$ cat config.mk
export PLATFORM = sky130hd
export DESIGN_NAME = asfifo_rd_drain
export DESIGN_NICKNAME = d
export VERILOG_FILES = /design/src/rtl/asfifo_rd_drain.sv
export SDC_FILE = /design/constraint.sdc
export NUM_CORES = 1
export LEC_CHECK = 0
export CAP_MARGIN = 25
export CORE_ASPECT_RATIO = 0.75
export CORE_MARGIN = 3
export CORE_UTILIZATION = 45
export CTS_CLUSTER_SIZE = 12
export DETAILED_ROUTE_END_ITERATION = 10
export PLACE_DENSITY = 0.74
export SYNTH_ARGS = -nofsm -noshare
export SYNTH_HDL_FRONTEND = slang
export SYNTH_SLANG_ARGS = --single-unit
$ cat constraint.sdc
create_clock -name rd_clk -period 1.5 [get_ports rd_clk]
set_input_delay 0.3 -clock rd_clk [delete_from_list [all_inputs] [get_ports rd_clk]]
set_output_delay 0.3 -clock rd_clk [all_outputs]
set_load 0.03 [all_outputs]
$ cat src/rtl/asfifo_rd_drain.sv
// Read-domain drain engine: pops the asfifo read port into a 3-entry buffer and re-presents words
// on a valid/ready stream. Optional sequence checker enabled by `define ASFIFO_RD_SEQ_CHECK_EN.
module asfifo_rd_drain #(
   parameter int WIDTH = 16
) (
   input  logic             rd_clk,
   input  logic             rd_rst_n,
   output logic             fifo_rd_en,
   input  logic [WIDTH-1:0] fifo_rd_data,
   input  logic             fifo_rd_empty,
   output logic             m_valid,
   input  logic             m_ready,
   output logic [WIDTH-1:0] m_data,
   output logic             seq_err,
   output logic [7:0]       seq_err_cnt
);

   logic [1:0]       r_occ;
   logic             r_inflight;
   logic [1:0]       r_wptr;
   logic [1:0]       r_rptr;
   logic [WIDTH-1:0] r_buf [3];

   logic             w_credit;
   logic             w_pop;
   logic [WIDTH-1:0] w_head;

   function automatic logic [1:0] f_next_ptr(input logic [1:0] p);
      return (p == 2'd2) ? 2'd0 : p + 2'd1;
   endfunction

   // A word already in flight owns a slot, so credit counts it alongside the occupancy.
   assign w_credit   = ({1'b0, r_occ} + {2'b00, r_inflight}) < 3'd3;
   assign fifo_rd_en = rd_rst_n && !fifo_rd_empty && w_credit;

   // NOTE: every variable assigned in always_comb gets a default first, so no latch can be inferred.
   always_comb begin
      w_head = r_buf[0];
      case (r_rptr)
         2'd1:    w_head = r_buf[1];
         2'd2:    w_head = r_buf[2];
         default: w_head = r_buf[0];
      endcase
   end

   assign m_valid = (r_occ != 2'd0);
   assign m_data  = w_head;
   assign w_pop   = m_valid && m_ready;

   // NOTE: sequential state uses non-blocking assignments only; the buffer is reset too,
   // because m_data must read as zero out of reset rather than stale storage.
   always_ff @(posedge rd_clk) begin
      if (!rd_rst_n) begin
         r_occ      <= 2'd0;
         r_inflight <= 1'b0;
         r_wptr     <= 2'd0;
         r_rptr     <= 2'd0;
         for (int i = 0; i < 3; i++) r_buf[i] <= '0;
      end else begin
         r_inflight <= fifo_rd_en;
         if (r_inflight) begin
            for (int i = 0; i < 3; i++) begin
               if (r_wptr == 2'(i)) r_buf[i] <= fifo_rd_data;
            end
            r_wptr <= f_next_ptr(r_wptr);
         end
         if (w_pop) r_rptr <= f_next_ptr(r_rptr);
         r_occ <= r_occ + {1'b0, r_inflight} - {1'b0, w_pop};
      end
   end

`ifdef ASFIFO_RD_SEQ_CHECK_EN
   logic             r_have_prev;
   logic [WIDTH-1:0] r_prev;
   logic             r_seq_err;
   logic [7:0]       r_seq_err_cnt;
   logic [WIDTH-1:0] w_expect;
   logic             w_mismatch;

   // The first word after reset only seeds the expectation; later words must follow it by +1.
   assign w_expect   = r_prev + WIDTH'(1);
   assign w_mismatch = w_pop && r_have_prev && (m_data != w_expect);

   always_ff @(posedge rd_clk) begin
      if (!rd_rst_n) begin
         r_have_prev   <= 1'b0;
         r_prev        <= '0;
         r_seq_err     <= 1'b0;
         r_seq_err_cnt <= 8'd0;
      end else begin
         if (w_pop) begin
            r_prev      <= m_data;
            r_have_prev <= 1'b1;
         end
         if (w_mismatch) begin
            r_seq_err <= 1'b1;
            if (r_seq_err_cnt != 8'hFF) r_seq_err_cnt <= r_seq_err_cnt + 8'd1;
         end
      end
   end

   assign seq_err     = r_seq_err;
   assign seq_err_cnt = r_seq_err_cnt;
`else
   assign seq_err     = 1'b0;
   assign seq_err_cnt = 8'd0;
`endif

endmodule

Word level (Yosys, flattened, before mapping)
Memories as Yosys holds them, arrays and structs flattened.
Index checks and enable logic that the tools add are counted.
Storage, ports and cells
  register bits: 7
  RAM bits: 48
  input bits: 20
  memories kept: 1
Operators by class
  add/subtract/negate cells: 5
  $lt $le $gt $ge: 1
  equal/unequal tests: 4
  muxes and demuxes: 19
  bitwise logic cells: 3
  reduce and logical (&&, ||, !) cells: 6
Memory list
  r_buf: words 3, bits a word 16, read ports 3, clocked after memory_dff 0, write ports 3, RTL line 22  | logic [WIDTH-1:0] r_buf [3];
Operator list (number)
  two-way mux 16 bit: 3
  one-hot mux 16 bit (2 select lines): 1
  two-way mux 1 bit: 13
  adder 2 x 1 -> 2 bit (second input constant): 2
  == test 2 x 1 -> 1 bit (second input constant): 2
  == test 2 bit (second input constant): 2
  two-way mux 2 bit: 2
  adder 2 x 1 -> 3 bit: 1
  logical AND 1 bit: 3
  less-than comparator 3 x 2 -> 1 bit (second input constant): 1
  OR 1 bit: 3
  adder 2 x 1 -> 2 bit: 1
  logical NOT 2 bit: 1
  nonzero test 2 bit: 1
  subtractor 2 x 1 -> 2 bit: 1
  logical NOT 1 bit: 1

Logic depth before layout (Yosys ltp)
  word-level depth: 6
  gate-level depth with buffers: 7

Least setup slack after synthesis
OpenSTA, ideal clock, no wires.
  kind: register -> output
  start: reg r_occ[0]
  end: out fifo_rd_en
  arrival: 2019 ps
  required time: 1200 ps
  path slack: -819 ps
  stages on the path, launching flop included: 4
  path buffers: 0
  path through: dfxtp_1 -> ha_1 -> ha_1 -> a2111oi_1
On the way
  cells in the longest elaborated chain, start to end: 3
Ends and longest elaborated chain
  start, declared: RTL line 18  | logic [1:0] r_occ;
  start signal, assigned: RTL line 68  | r_occ <= r_occ + {1'b0, r_inflight} - {1'b0, w_pop};
  adder 2 x 1 -> 3 bit: RTL line 33  | assign w_credit = ({1'b0, r_occ} + {2'b00, r_inflight}) < 3'd3;
  less-than comparator 3 x 2 -> 1 bit: RTL line 33
  logical AND 1 bit: RTL line 34  | assign fifo_rd_en = rd_rst_n && !fifo_rd_empty && w_credit;
  end, declared: RTL line 8  | output logic fifo_rd_en,
Every way passes these cells.

Worst setup path after layout
  start: reg r_rptr[0]
  end: out m_data[10]
On the way
  cells in the longest elaborated chain, start to end: 2
Ends and longest elaborated chain
  start, declared: RTL line 21  | logic [1:0] r_rptr;
  start signal, assigned: RTL line 67  | if (w_pop) r_rptr <= f_next_ptr(r_rptr);
  == test 2 bit or == test 2 x 1 -> 1 bit (tied branches): RTL line 39  | case (r_rptr)
  one-hot mux 16 bit (2 select lines) *: RTL line 39
  end, declared: RTL line 13  | output logic [WIDTH-1:0] m_data,
Mark *: on every way between the ends. The rest lies on a longest branch, timed or not.

==> out/qor.csv <==
metric,value,unit
antenna_found_initial,0,
place.port_buffers,37,
synth_compound_area_share,11.3,%
insertion_delay,310,ps
grt_usage,18.1,%
hp-start,r_wptr[0],
violations,negative setup slack,
drv_slew,0,
finalCritPeriodShare,126,%
start_util,47.8,%
die-area,0.00624,mm²
hold_path_end,r_wptr[0],
synthXorXnorAreaFrac,0.940,%
clock_path_buffers,2,
grt_pass1_vias,1773,
vias,1675,
ys_ff_latch,55,
synth.yosys.seq_area_share,66.0,%
grt_setup_unrepaired,yes,
cp_max_fo,6,
avgSynthCellArea,13.6,µm²
die_h,69.2,µm
fillers,313,
cp-end-kind,output pin,
cp_slowest_cell,dfxtp_4,
rows,22,
antenna_left,0,
skew,6.77,ps
regToRegStartpoint,r_occ[0],
vias_per_cell,5.37,
worstPathRequired,1200,ps
nets,267,
finalSetupViolations,18,
io_pins,47,
syn-instance-count,176,
yosysWarnings,0,
reg2reg_depth,7,
wl_per_cell,18.3,µm
synth_simple_gate_area_share,11.2,%
fp.coreArea,0.00501,mm²
gp_congestion,0.756,
ctsHtreeMaxLevel,2,
power.share.clock,16.3,%
cts_hold_buf,0,
swShare,36.6,%
drive_gt1_share,49.6,%
cp_cell_sequence,inv_4 > ha_4 > buf_12 > nor2_4 > a21oi_4 > buf_6,
cap_violations,0,
firstDrtPassIters,4,
synth_top_family_by_area,compound AO/OA/AOI/OAI gates,
diodes,0,
cp_num_buf_inv,3,
clk_pin_slew_worst_paths,90,ps
areaGrowthSynthToFinish,53.3,%
worst_r2r_endpoint,r_occ[1],
die_w,90.2,µm
placed_area,0.00318,mm²
fin_area,0.00367,mm²
worstPathArrival,1590,ps
pwr-share-seq,31.0,%
synth_mux_area_share,0,%
holdPathStages,2,
detailed_place_hpwl,3690,µm
cts_tree,done,
p_leak,1.32,nW
mostFrequentLayoutCells,"edfxtp_1 (48), buf_6 (25), clkdlybuf4s50_1 (19), buf_4 (17), and4_1 (16)",
timing.final.ws_setup,-387,ps
grt_max_degree,23,
crit_type,reg2out,
clock-root-buffer,clkbuf_8,
worstHoldPathType,reg2reg,
cp_slowest_stage_delay,380,ps
p_switching,2.28,mW
p_int,3.95,mW
drc_errors,0,
hold_violations,0,
final.setup.tns,-6170,ps
wl,5700,µm
fmax,0.530,GHz
combPwrFrac,52.7,%
synth_cell_types,25,
grt_first_pass_wirelength,8740,µm
fin_crit,1890,ps
synth_fa_ha_area_share,4.18,%
crit_family,flip-flops,
synth.cell_area,0.00239,mm²
vdd_drop_max,1.00,mV
drt_iter0_markers,113,
power_density,1700,mW/mm²
cts_sinks,55,
crit_path_start_kind,flop,
cts_buffers,5,
outcome,"complete, but fails checks",
overflow,0,
regToRegSetupSlack,-60,ps
layout_commonest_cell,edfxtp_1,
## worst register-to-register path: stages (launching register included)
cell and delay (ps):
dfxtp_2 350, buf_6 130, o21a_1 200, ha_1 310
inv_2 80, ha_4 120, xnor3_1 220, nor2_1 100
## metrics by stage
stage	util [%]	power, mW	worst slack [ps]	instances	hold WS [ps]
after floorplan	-	3.70	-49.6	184	377
after global placement	63.5	4.45	-180	292	485
after detailed placement	63.5	4.52	-233	292	514
after CTS	71.0	6.12	-386	310	528
after global routing	73.3	6.50	-446	312	581
final	73.3	6.23	-387	312	546
## cells in the mapped netlist
library cell  count  area [µm²]
edfxtp_1         48        1440
a21oi_1          18        90.1
nor2_1           17        63.8
a22oi_1          16         120
and4_1           16         140
buf_4            11        82.6
ha_1              8         100
buf_2             7        35.0
dfxtp_1           7         140
nand2_1           4        15.0
inv_1             3        11.3
a2111oi_1         2        20.0
clkbuf_1          2        7.51
inv_2             2        7.51
nand2b_1          2        12.5
nand3b_1          2        15.0
o2111ai_1         2        17.5
o31ai_1           2        15.0
and2_1            1        6.26
clkbuf_2          1        5.00
conb_1            1        3.75
o21a_1            1        7.51
or2_1             1        6.26
or3b_1            1        8.76
xnor3_1           1        22.5
## timing repair
action | CTS | global route
setup buffers | 9 | 1
endpoints found under the setup margin | 17 | 64
cloned | 1 | 2
pin swaps | 8 | 7
resized for setup | 44 | 21
## area by class of cell
cell class | count | area (µm²) | area share [%]
Timing Repair Buffer | 69 | 772 | 21.0
Inverter | 5 | 21.3 | 0.579
Tap cell | 72 | 90.1 | 2.45
Multi-Input combinational cell | 103 | 1080 | 29.4
Sequential cell | 55 | 1590 | 43.3
Clock buffer | 6 | 82.6 | 2.25
Clock inverter | 2 | 35.0 | 0.954
## flip-flops by register name, summed over array words and instances, names as in the netlist
name / flops
r_wptr: 2
r_occ: 2
r_inflight: 1
r_buf: 48
r_rptr: 2
## power groups by stage
stage | clock (mW) | sequential, mW | combinational (mW)
5_1_grt | 1.09 | 1.95 | 3.46
3_5_place_dp | 0 | 1.94 | 2.59
3_3_place_gp | 0 | 1.92 | 2.53
4_1_cts | 1.02 | 1.92 | 3.19
6_report | 1.01 | 1.93 | 3.28
2_1_floorplan | 0 | 1.92 | 1.78
## kinds of logic (layout without fill, tap and decap cells)
family          after synthesis  in the layout
flops                        55             55
simple gates                 44             44
xor+xnor                      1              1
compound gates               41             41
buf+inv                      26             82
fa+ha+maj                     8              8
other cells                   1              9
## how the worst max path moves through the flow
stage,from,end,slack [ps],cells after the start
2_1_floorplan,r_occ[0],fifo_rd_en,-50,3
3_3_place_gp,rd_rst_n,fifo_rd_en,-180,4
3_5_place_dp,m_ready,r_occ[1],-230,7
4_1_cts,r_rptr[0],m_data[4],-390,6
5_1_grt,r_rptr[0],m_data[10],-450,6
6_report,r_rptr[0],m_data[10],-390,6
## per-layer routing
metal	wire length, µm	GRT usage, %
met5	0	0
met4	69	5.77
met1	2520	23.4
met2	2870	30.4
met3	240	4.01
(Power assumes the default switching activity.)
